===== src/rtl/dec_onehot_pipe_pkg.sv =====
// dec_pkg: shared constants and helpers for the pipelined one-hot decoder.
//   DEC_MODE_ONEHOT / DEC_MODE_THERMO : encodings of the in_mode input
//   ERR_CNT_W / ERR_CNT_MAX           : width and saturation value of err_cnt
//   split_lo_w / split_hi_w           : split a code width into the two pre-decode halves
package dec_pkg;

  localparam logic DEC_MODE_ONEHOT = 1'b0;
  localparam logic DEC_MODE_THERMO = 1'b1;

  localparam int                   ERR_CNT_W   = 8;
  localparam logic [ERR_CNT_W-1:0] ERR_CNT_MAX = {ERR_CNT_W{1'b1}};

  // Low half gets the floor, so the high half is the larger one for odd widths.
  function automatic int split_lo_w(input int in_w);
    return in_w / 2;
  endfunction

  function automatic int split_hi_w(input int in_w);
    return in_w - (in_w / 2);
  endfunction

endpackage


===== src/rtl/dec_predecode.sv =====
// dec_predecode: combinational W-to-2**W pre-decoder.
//   code   in  W       binary input
//   onehot out 2**W    onehot[i] = (code == i)
//   thermo out 2**W    thermo[i] = (code >= i); tied to zero when THERMO_EN = 0
module dec_predecode #(
  parameter int W         = 2,
  parameter bit THERMO_EN = 1'b1
) (
  input  logic [W-1:0]    code,
  output logic [2**W-1:0] onehot,
  output logic [2**W-1:0] thermo
);

  for (genvar gi = 0; gi < 2**W; gi++) begin : g_bit
    assign onehot[gi] = (code == W'(gi));
    if (THERMO_EN) begin : g_th
      assign thermo[gi] = (code >= W'(gi));
    end else begin : g_no_th
      assign thermo[gi] = 1'b0;
    end
  end

endmodule


===== src/rtl/dec_onehot_pipe.sv =====
// dec_onehot_pipe: two-stage binary-to-one-hot decoder with valid/ready flow
// control, range checking and an optional thermometer mode.
// Optional feature macro: DEC_THERMO_EN (in_mode selects thermometer output).
// Ports:
//   clk, rst_n           clock, asynchronous active-low reset
//   in_valid/in_ready    input handshake for in_code/in_mode
//   in_code, in_mode     code to decode; mode 0 = one-hot, 1 = thermometer
//   out_valid/out_ready  output handshake
//   out_data             decoded word (all-zero when the code is out of range)
//   out_code, out_err    echoed code and range-error flag
//   err_clr, err_cnt     clear and saturating count of consumed erroneous outputs
module dec_onehot_pipe
  import dec_pkg::*;
#(
  parameter int IN_W    = 7,
  parameter int NUM_OUT = 128
) (
  input  logic                 clk,
  input  logic                 rst_n,
  input  logic                 in_valid,
  output logic                 in_ready,
  input  logic [IN_W-1:0]      in_code,
  input  logic                 in_mode,
  output logic                 out_valid,
  input  logic                 out_ready,
  output logic [NUM_OUT-1:0]   out_data,
  output logic [IN_W-1:0]      out_code,
  output logic                 out_err,
  input  logic                 err_clr,
  output logic [ERR_CNT_W-1:0] err_cnt
);

  localparam int LO_W = split_lo_w(IN_W);
  localparam int HI_W = split_hi_w(IN_W);
  localparam int LO_N = 2**LO_W;
  localparam int HI_N = 2**HI_W;

`ifdef DEC_THERMO_EN
  localparam bit THERMO_EN = 1'b1;
`else
  localparam bit THERMO_EN = 1'b0;
`endif

  // ---------------- Stage 1: pre-decode and range check ----------------
  logic [LO_N-1:0] lo_oh_next, lo_th_next;
  logic [HI_N-1:0] hi_oh_next, hi_th_next;
  logic            range_err_next;

  dec_predecode #(.W(LO_W), .THERMO_EN(THERMO_EN)) u_pre_lo (
    .code   (in_code[LO_W-1:0]),
    .onehot (lo_oh_next),
    .thermo (lo_th_next)
  );

  dec_predecode #(.W(HI_W), .THERMO_EN(THERMO_EN)) u_pre_hi (
    .code   (in_code[IN_W-1:LO_W]),
    .onehot (hi_oh_next),
    .thermo (hi_th_next)
  );

  // One extra bit so NUM_OUT = 2**IN_W compares correctly (never true).
  assign range_err_next = ({1'b0, in_code} >= (IN_W+1)'(NUM_OUT));

  logic            s1_valid_reg;
  logic [IN_W-1:0] s1_code_reg;
  logic            s1_err_reg;
  logic [LO_N-1:0] lo_oh_reg;
  logic [HI_N-1:0] hi_oh_reg;
  logic            s2_valid_reg;
  logic            s2_ready;
  logic            s1_load;
  logic            s2_load;

  assign s2_ready = !s2_valid_reg | out_ready;
  assign in_ready = !s1_valid_reg | s2_ready;
  assign s1_load  = in_valid & in_ready;
  assign s2_load  = s1_valid_reg & s2_ready;

  always_ff @(posedge clk or negedge rst_n) begin
    if (!rst_n) begin
      s1_valid_reg <= 1'b0;
      s1_code_reg  <= '0;
      s1_err_reg   <= 1'b0;
      lo_oh_reg    <= '0;
      hi_oh_reg    <= '0;
    end else begin
      // When in_ready is high, whatever S1 holds is leaving (or S1 is empty).
      if (in_ready) begin
        s1_valid_reg <= in_valid;
      end
      if (s1_load) begin
        s1_code_reg <= in_code;
        s1_err_reg  <= range_err_next;
        lo_oh_reg   <= lo_oh_next;
        hi_oh_reg   <= hi_oh_next;
      end
    end
  end

`ifdef DEC_THERMO_EN
  logic            s1_mode_reg;
  logic [LO_N-1:0] lo_th_reg;
  logic [HI_N-1:0] hi_gt_reg;

  always_ff @(posedge clk or negedge rst_n) begin
    if (!rst_n) begin
      s1_mode_reg <= DEC_MODE_ONEHOT;
      lo_th_reg   <= '0;
      hi_gt_reg   <= '0;
    end else if (s1_load) begin
      s1_mode_reg <= in_mode;
      lo_th_reg   <= lo_th_next;
      // hi_gt[j] = (hi > j): thermometer of hi with its own position removed.
      hi_gt_reg   <= hi_th_next & ~hi_oh_next;
    end
  end
`endif

  // ---------------- Stage 2: combine halves ----------------
  logic [NUM_OUT-1:0] dec_onehot;
  logic [NUM_OUT-1:0] dec_word;

  for (genvar gi = 0; gi < NUM_OUT; gi++) begin : g_out
    localparam int HI_IDX = gi / LO_N;
    localparam int LO_IDX = gi % LO_N;
    assign dec_onehot[gi] = hi_oh_reg[HI_IDX] & lo_oh_reg[LO_IDX];
  end

`ifdef DEC_THERMO_EN
  logic [NUM_OUT-1:0] dec_thermo;

  for (genvar gi = 0; gi < NUM_OUT; gi++) begin : g_thermo
    localparam int HI_IDX = gi / LO_N;
    localparam int LO_IDX = gi % LO_N;
    assign dec_thermo[gi] = hi_gt_reg[HI_IDX] | (hi_oh_reg[HI_IDX] & lo_th_reg[LO_IDX]);
  end

  // Out-of-range thermometer would otherwise be all ones, so force zero.
  assign dec_word = s1_err_reg ? '0 :
                    (s1_mode_reg == DEC_MODE_THERMO) ? dec_thermo : dec_onehot;
`else
  assign dec_word = s1_err_reg ? '0 : dec_onehot;
`endif

  logic [NUM_OUT-1:0] out_data_reg;
  logic [IN_W-1:0]    out_code_reg;
  logic               out_err_reg;

  always_ff @(posedge clk or negedge rst_n) begin
    if (!rst_n) begin
      s2_valid_reg <= 1'b0;
      out_data_reg <= '0;
      out_code_reg <= '0;
      out_err_reg  <= 1'b0;
    end else begin
      if (s2_ready) begin
        s2_valid_reg <= s1_valid_reg;
      end
      if (s2_load) begin
        out_data_reg <= dec_word;
        out_code_reg <= s1_code_reg;
        out_err_reg  <= s1_err_reg;
      end
    end
  end

  assign out_valid = s2_valid_reg;
  assign out_data  = out_data_reg;
  assign out_code  = out_code_reg;
  assign out_err   = out_err_reg;

  // ---------------- Error counter ----------------
  logic [ERR_CNT_W-1:0] err_cnt_reg, err_cnt_next;
  logic                 err_inc;

  assign err_inc = s2_valid_reg & out_ready & out_err_reg;

  always_comb begin
    err_cnt_next = err_cnt_reg;
    if (err_clr) begin
      // A clear coinciding with an increment counts that increment.
      err_cnt_next = err_inc ? ERR_CNT_W'(1) : '0;
    end else if (err_inc && (err_cnt_reg != ERR_CNT_MAX)) begin
      err_cnt_next = err_cnt_reg + ERR_CNT_W'(1);
    end
  end

  always_ff @(posedge clk or negedge rst_n) begin
    if (!rst_n) begin
      err_cnt_reg <= '0;
    end else begin
      err_cnt_reg <= err_cnt_next;
    end
  end

  assign err_cnt = err_cnt_reg;

  // Pre-decode bits beyond NUM_OUT (and the mode input when thermometer
  // decoding is compiled out) intentionally have no load.
  logic unused_bits;
`ifdef DEC_THERMO_EN
  assign unused_bits = ^{lo_oh_reg, hi_oh_reg, lo_th_reg, hi_gt_reg};
`else
  assign unused_bits = ^{in_mode, lo_oh_reg, hi_oh_reg, lo_th_next, hi_th_next};
`endif

endmodule


===== config.mk =====
export PLATFORM = sky130hd
export DESIGN_NAME = dec_onehot_pipe
export DESIGN_NICKNAME = d
export VERILOG_FILES = /design/src/rtl/dec_onehot_pipe_pkg.sv /design/src/rtl/dec_predecode.sv /design/src/rtl/dec_onehot_pipe.sv
export SDC_FILE = /design/constraint.sdc
export NUM_CORES = 1
export LEC_CHECK = 0
export ABC_AREA = 1
export CAP_MARGIN = 20
export CORE_MARGIN = 4
export CORE_UTILIZATION = 30
export CTS_CLUSTER_SIZE = 25
export DETAILED_ROUTE_END_ITERATION = 7
export PLACE_DENSITY = 0.57
export SLEW_MARGIN = 5
export SYNTH_ARGS = -nofsm -noshare
export SYNTH_HDL_FRONTEND = slang
export SYNTH_HIERARCHICAL = 1
export SYNTH_SLANG_ARGS = --single-unit

===== constraint.sdc =====
create_clock -name clk -period 3.4 [get_ports clk]
set_input_delay 0.85 -clock clk [delete_from_list [all_inputs] [get_ports clk]]
set_output_delay 0.85 -clock clk [all_outputs]
set_load 0.05 [all_outputs]

# After elaboration in Yosys (flattened, before gate mapping)
# Cells that the tools add are included.
# word_totals
regBits	176
in_bits	13
out_inout_bits	146
# classes
reduce_logical	4
eq_ne	22
bitwise	132
n_mux	1
# ops
cell	n
$and 1x1->1	130
$eq 4x4->1 const B	8
$eq 4x3->1 const B	4
$eq 3x3->1 const B	4
$eq 4x2->1 const B	2
$mux 8	1
$eq 3x2->1 const B	2
$eq 4x1->1 const B	1
$logic_not 4->1	1
$eq 3x1->1 const B	1
$logic_not 3->1	1
$logic_not 1->1	2
$or 1x1->1	2

# Depth between registers and ports, before layout
# depth
depth_word	4
depth_mapped	7
ltp_nobuf	5

# Cells and area by module
# The synthesis kept the hierarchy.
# by_module_without_submodules
module	instances	cells_per_inst	area_per_inst_um2	seq_area_each_um2
dec_onehot_pipe	1	754	6846.6	4204.0
dec_predecode (u_pre_hi)	1	45	229.0	0.0
dec_predecode (u_pre_lo)	1	24	120.1	0.0

# Least setup slack after synthesis
# No wires, ideal clock.
# synth_timing
path_kind	input -> output
from	input out_ready
to	output in_ready
slack_ps	1187
t_required_ps	2550
t_arrival_ps	1363
cell_stages	3
path_buffers	1
path_cell_list	inv_1 -> nand3_2 -> buf_2
# synth_via
elab_chain_cells	2
# synth_lines
element	line	rtl
start: declaration	dec_onehot_pipe.sv:25	input logic out_ready,
$or 1x1->1	dec_onehot_pipe.sv:74	assign s2_ready = !s2_valid_reg | out_ready;
$or 1x1->1	dec_onehot_pipe.sv:75	assign in_ready = !s1_valid_reg | s2_ready;
end: declaration	dec_onehot_pipe.sv:21	output logic in_ready,
# Every way passes these cells.

# Worst setup path after layout
# Ends and elaborated chain as after synthesis.

==> metrics <==
vias in the first global route=5082; Hold-fix buffers, CTS=0; Antenna Nets Post-Route=0; reported max-cap violation count=0; count of port buffers added during placement=147; transition time of the tightest slew-check pin=1.051 ns; pin count of the biggest net entering global routing=169; share of the clock period used by the worst path after layout=76.28%; post-place setup slack=0.7272 ns; Max VDD drop=0.0002611 V; GRT Util Overall=14.80%; post-route worst setup slack=0.8066 ns; Post-CTS Repair Setup Buffers=0; clk sinks=168; clock-pin slew on the worst setup and hold paths=0.07 ns; die width=160.8 um; number of flip-flops under the largest register name=128; final worst clock skew=0.007926 ns; DRC violation count after routing=0; unrepaired setup endpoints after global routing=no; gp weighted congestion=0.7372; First-pass DRT Iterations=4; clock root buffer master=clkbuf_16; worst hold start=s1_code_reg[1]; wire per inst=15.75 um; source-to-sink clock delay at the later pin of the worst-skew pair=0.42 ns; tightest slew margin relative to the limit=29.97%; total of cells resized after clock tree synthesis=0; synthesized area=7008 um2; critical path startpoint=out_ready; total number of vias=5411; critical path type=primary input to output port; Final Net Count=913; first-pass GRT wire length=30.07 mm; antenna cell count=0; DR iter-0 viols=404; Chip Height=160.8 um; endpoint type of the worst setup path=output port; residual overflow from global routing=0; number of cell rows=55; initial standard-cell utilization of the core=30.77%; time the final worst path needs with I/O delays and setup=2.593 ns; layout-stage area growth over the synthesis result=28.98%; worst hold margin=0.4724 ns; total CTS buffers=17; outcome=finished, final reports clean; largest fanout on the critical path=2; number of H-tree levels=4; biggest cell delay along the critical path=0.41 ns; Synth Instances=797; Max Fclk=0.3856 GHz; number of setup violations in the final report=0; half-perimeter wire length after detailed placement=11.85 mm; CTS tree=done; maximum root-to-sink buffer count=2; average cell area after synthesis=8.793 um2; Boundary Pins=159; overall routed net length=19.27 mm; Hold Fails Final Rpt=0; Worst setup SP type=primary input; setup total negative slack=0 ns; required time reported for the critical path endpoint=2.55 ns; area of the die=25870 um2; startpoint of the worst register-to-register path=s1_valid_reg; initial antenna violation count=0; power per cell area=516.2 nW/um2; class of the most critical hold timing path=register to register; vias per std cell=4.421; worst path arrival time=1.74 ns; count of yosys warnings during synthesis=6; core area=22780 um2; number of pins with negative max-slew slack in the final report=0; critical path, cell by cell=clkdlybuf4s50_1 -> inv_1 -> nand3_2 -> buf_4; share of post-route cells with drive strength above 1=4.830%; cell with the largest stage delay on the worst path=clkdlybuf4s50_1; Leak=0.003897 uW
[placed cells by master (no fill, tap or decap), drive strengths merged]
| cell type | n |
|---|---|
| dfrtp | 168 |
| clkbuf | 22 |
| inv | 8 |
| nand2 | 349 |
| nand3 | 39 |
| clkinvlp | 4 |
| nor2 | 24 |
| clkinv | 4 |
| buf | 11 |
| conb | 9 |
| clkdlybuf4s50 | 145 |
| o21ai | 128 |
[layer usage]
| layer | vias to the layer above | share of wire [%] | global-route usage, % |
|---|---|---|---|
| met4 | 0 | 1.1 | 3.800 |
| met5 | - | 0 | 0 |
| met3 | 11 | 4.6 | 3.002 |
| met2 | 128 | 45 | 22.22 |
| li1 | 2701 | - | - |
| met1 | 2571 | 50 | 21.89 |
[where the power goes]
part	leakage, uW	internal, uW	switching, uW	total (uW)
combinational	0.00134	185	496	681
clock	0.000250	980	793	1770
sequential	0.00231	2080	134	2210
total	0.00390	3240	1420	4670
[worst max-delay path, delay by kind of cell]
family / cells / cell delay (ns)
buffers and inverters: 3 / 0.77
AND/OR/NAND/NOR: 1 / 0.12
[final cells by class]
class | count | area [um2]
fillers | 2289 | 13740
clock buffers | 22 | 474.2
multi-input cells | 549 | 2301
inverters | 8 | 30.03
flip-flops and latches | 168 | 4204
clock inverters | 8 | 50.05
repair buffers | 156 | 1588
well taps | 313 | 391.6
[per-stage QoR]
stage	total power [uW]	cells	utilization, %	cell area, um2
detailed placement	2942	1194	37.38	8514
CTS	4727	1224	39.68	9039
global route	4880	1224	39.68	9039
floorplan	2731	805	-	7038
global placement	2938	1194	37.38	8514
finish	4666	1224	39.68	9039
[worst paths after layout]
| kind | cells after the start | slack (ns) | end |
|---|---|---|---|
| max | 4 | 0.81 | in_ready |
| max in group asynchronous | 2 | 2.10 | out_data[100] |
| min in group asynchronous | 2 | 0.55 | out_data[37] |
| min | 2 | 0.47 | s1_code_reg[1] |
| min reg2reg | 2 | 0.47 | s1_code_reg[1] |
| max reg2reg | 5 | 1.54 | hi_oh_reg[8] |
No activity file was read; power rests on OpenSTA's default activity.
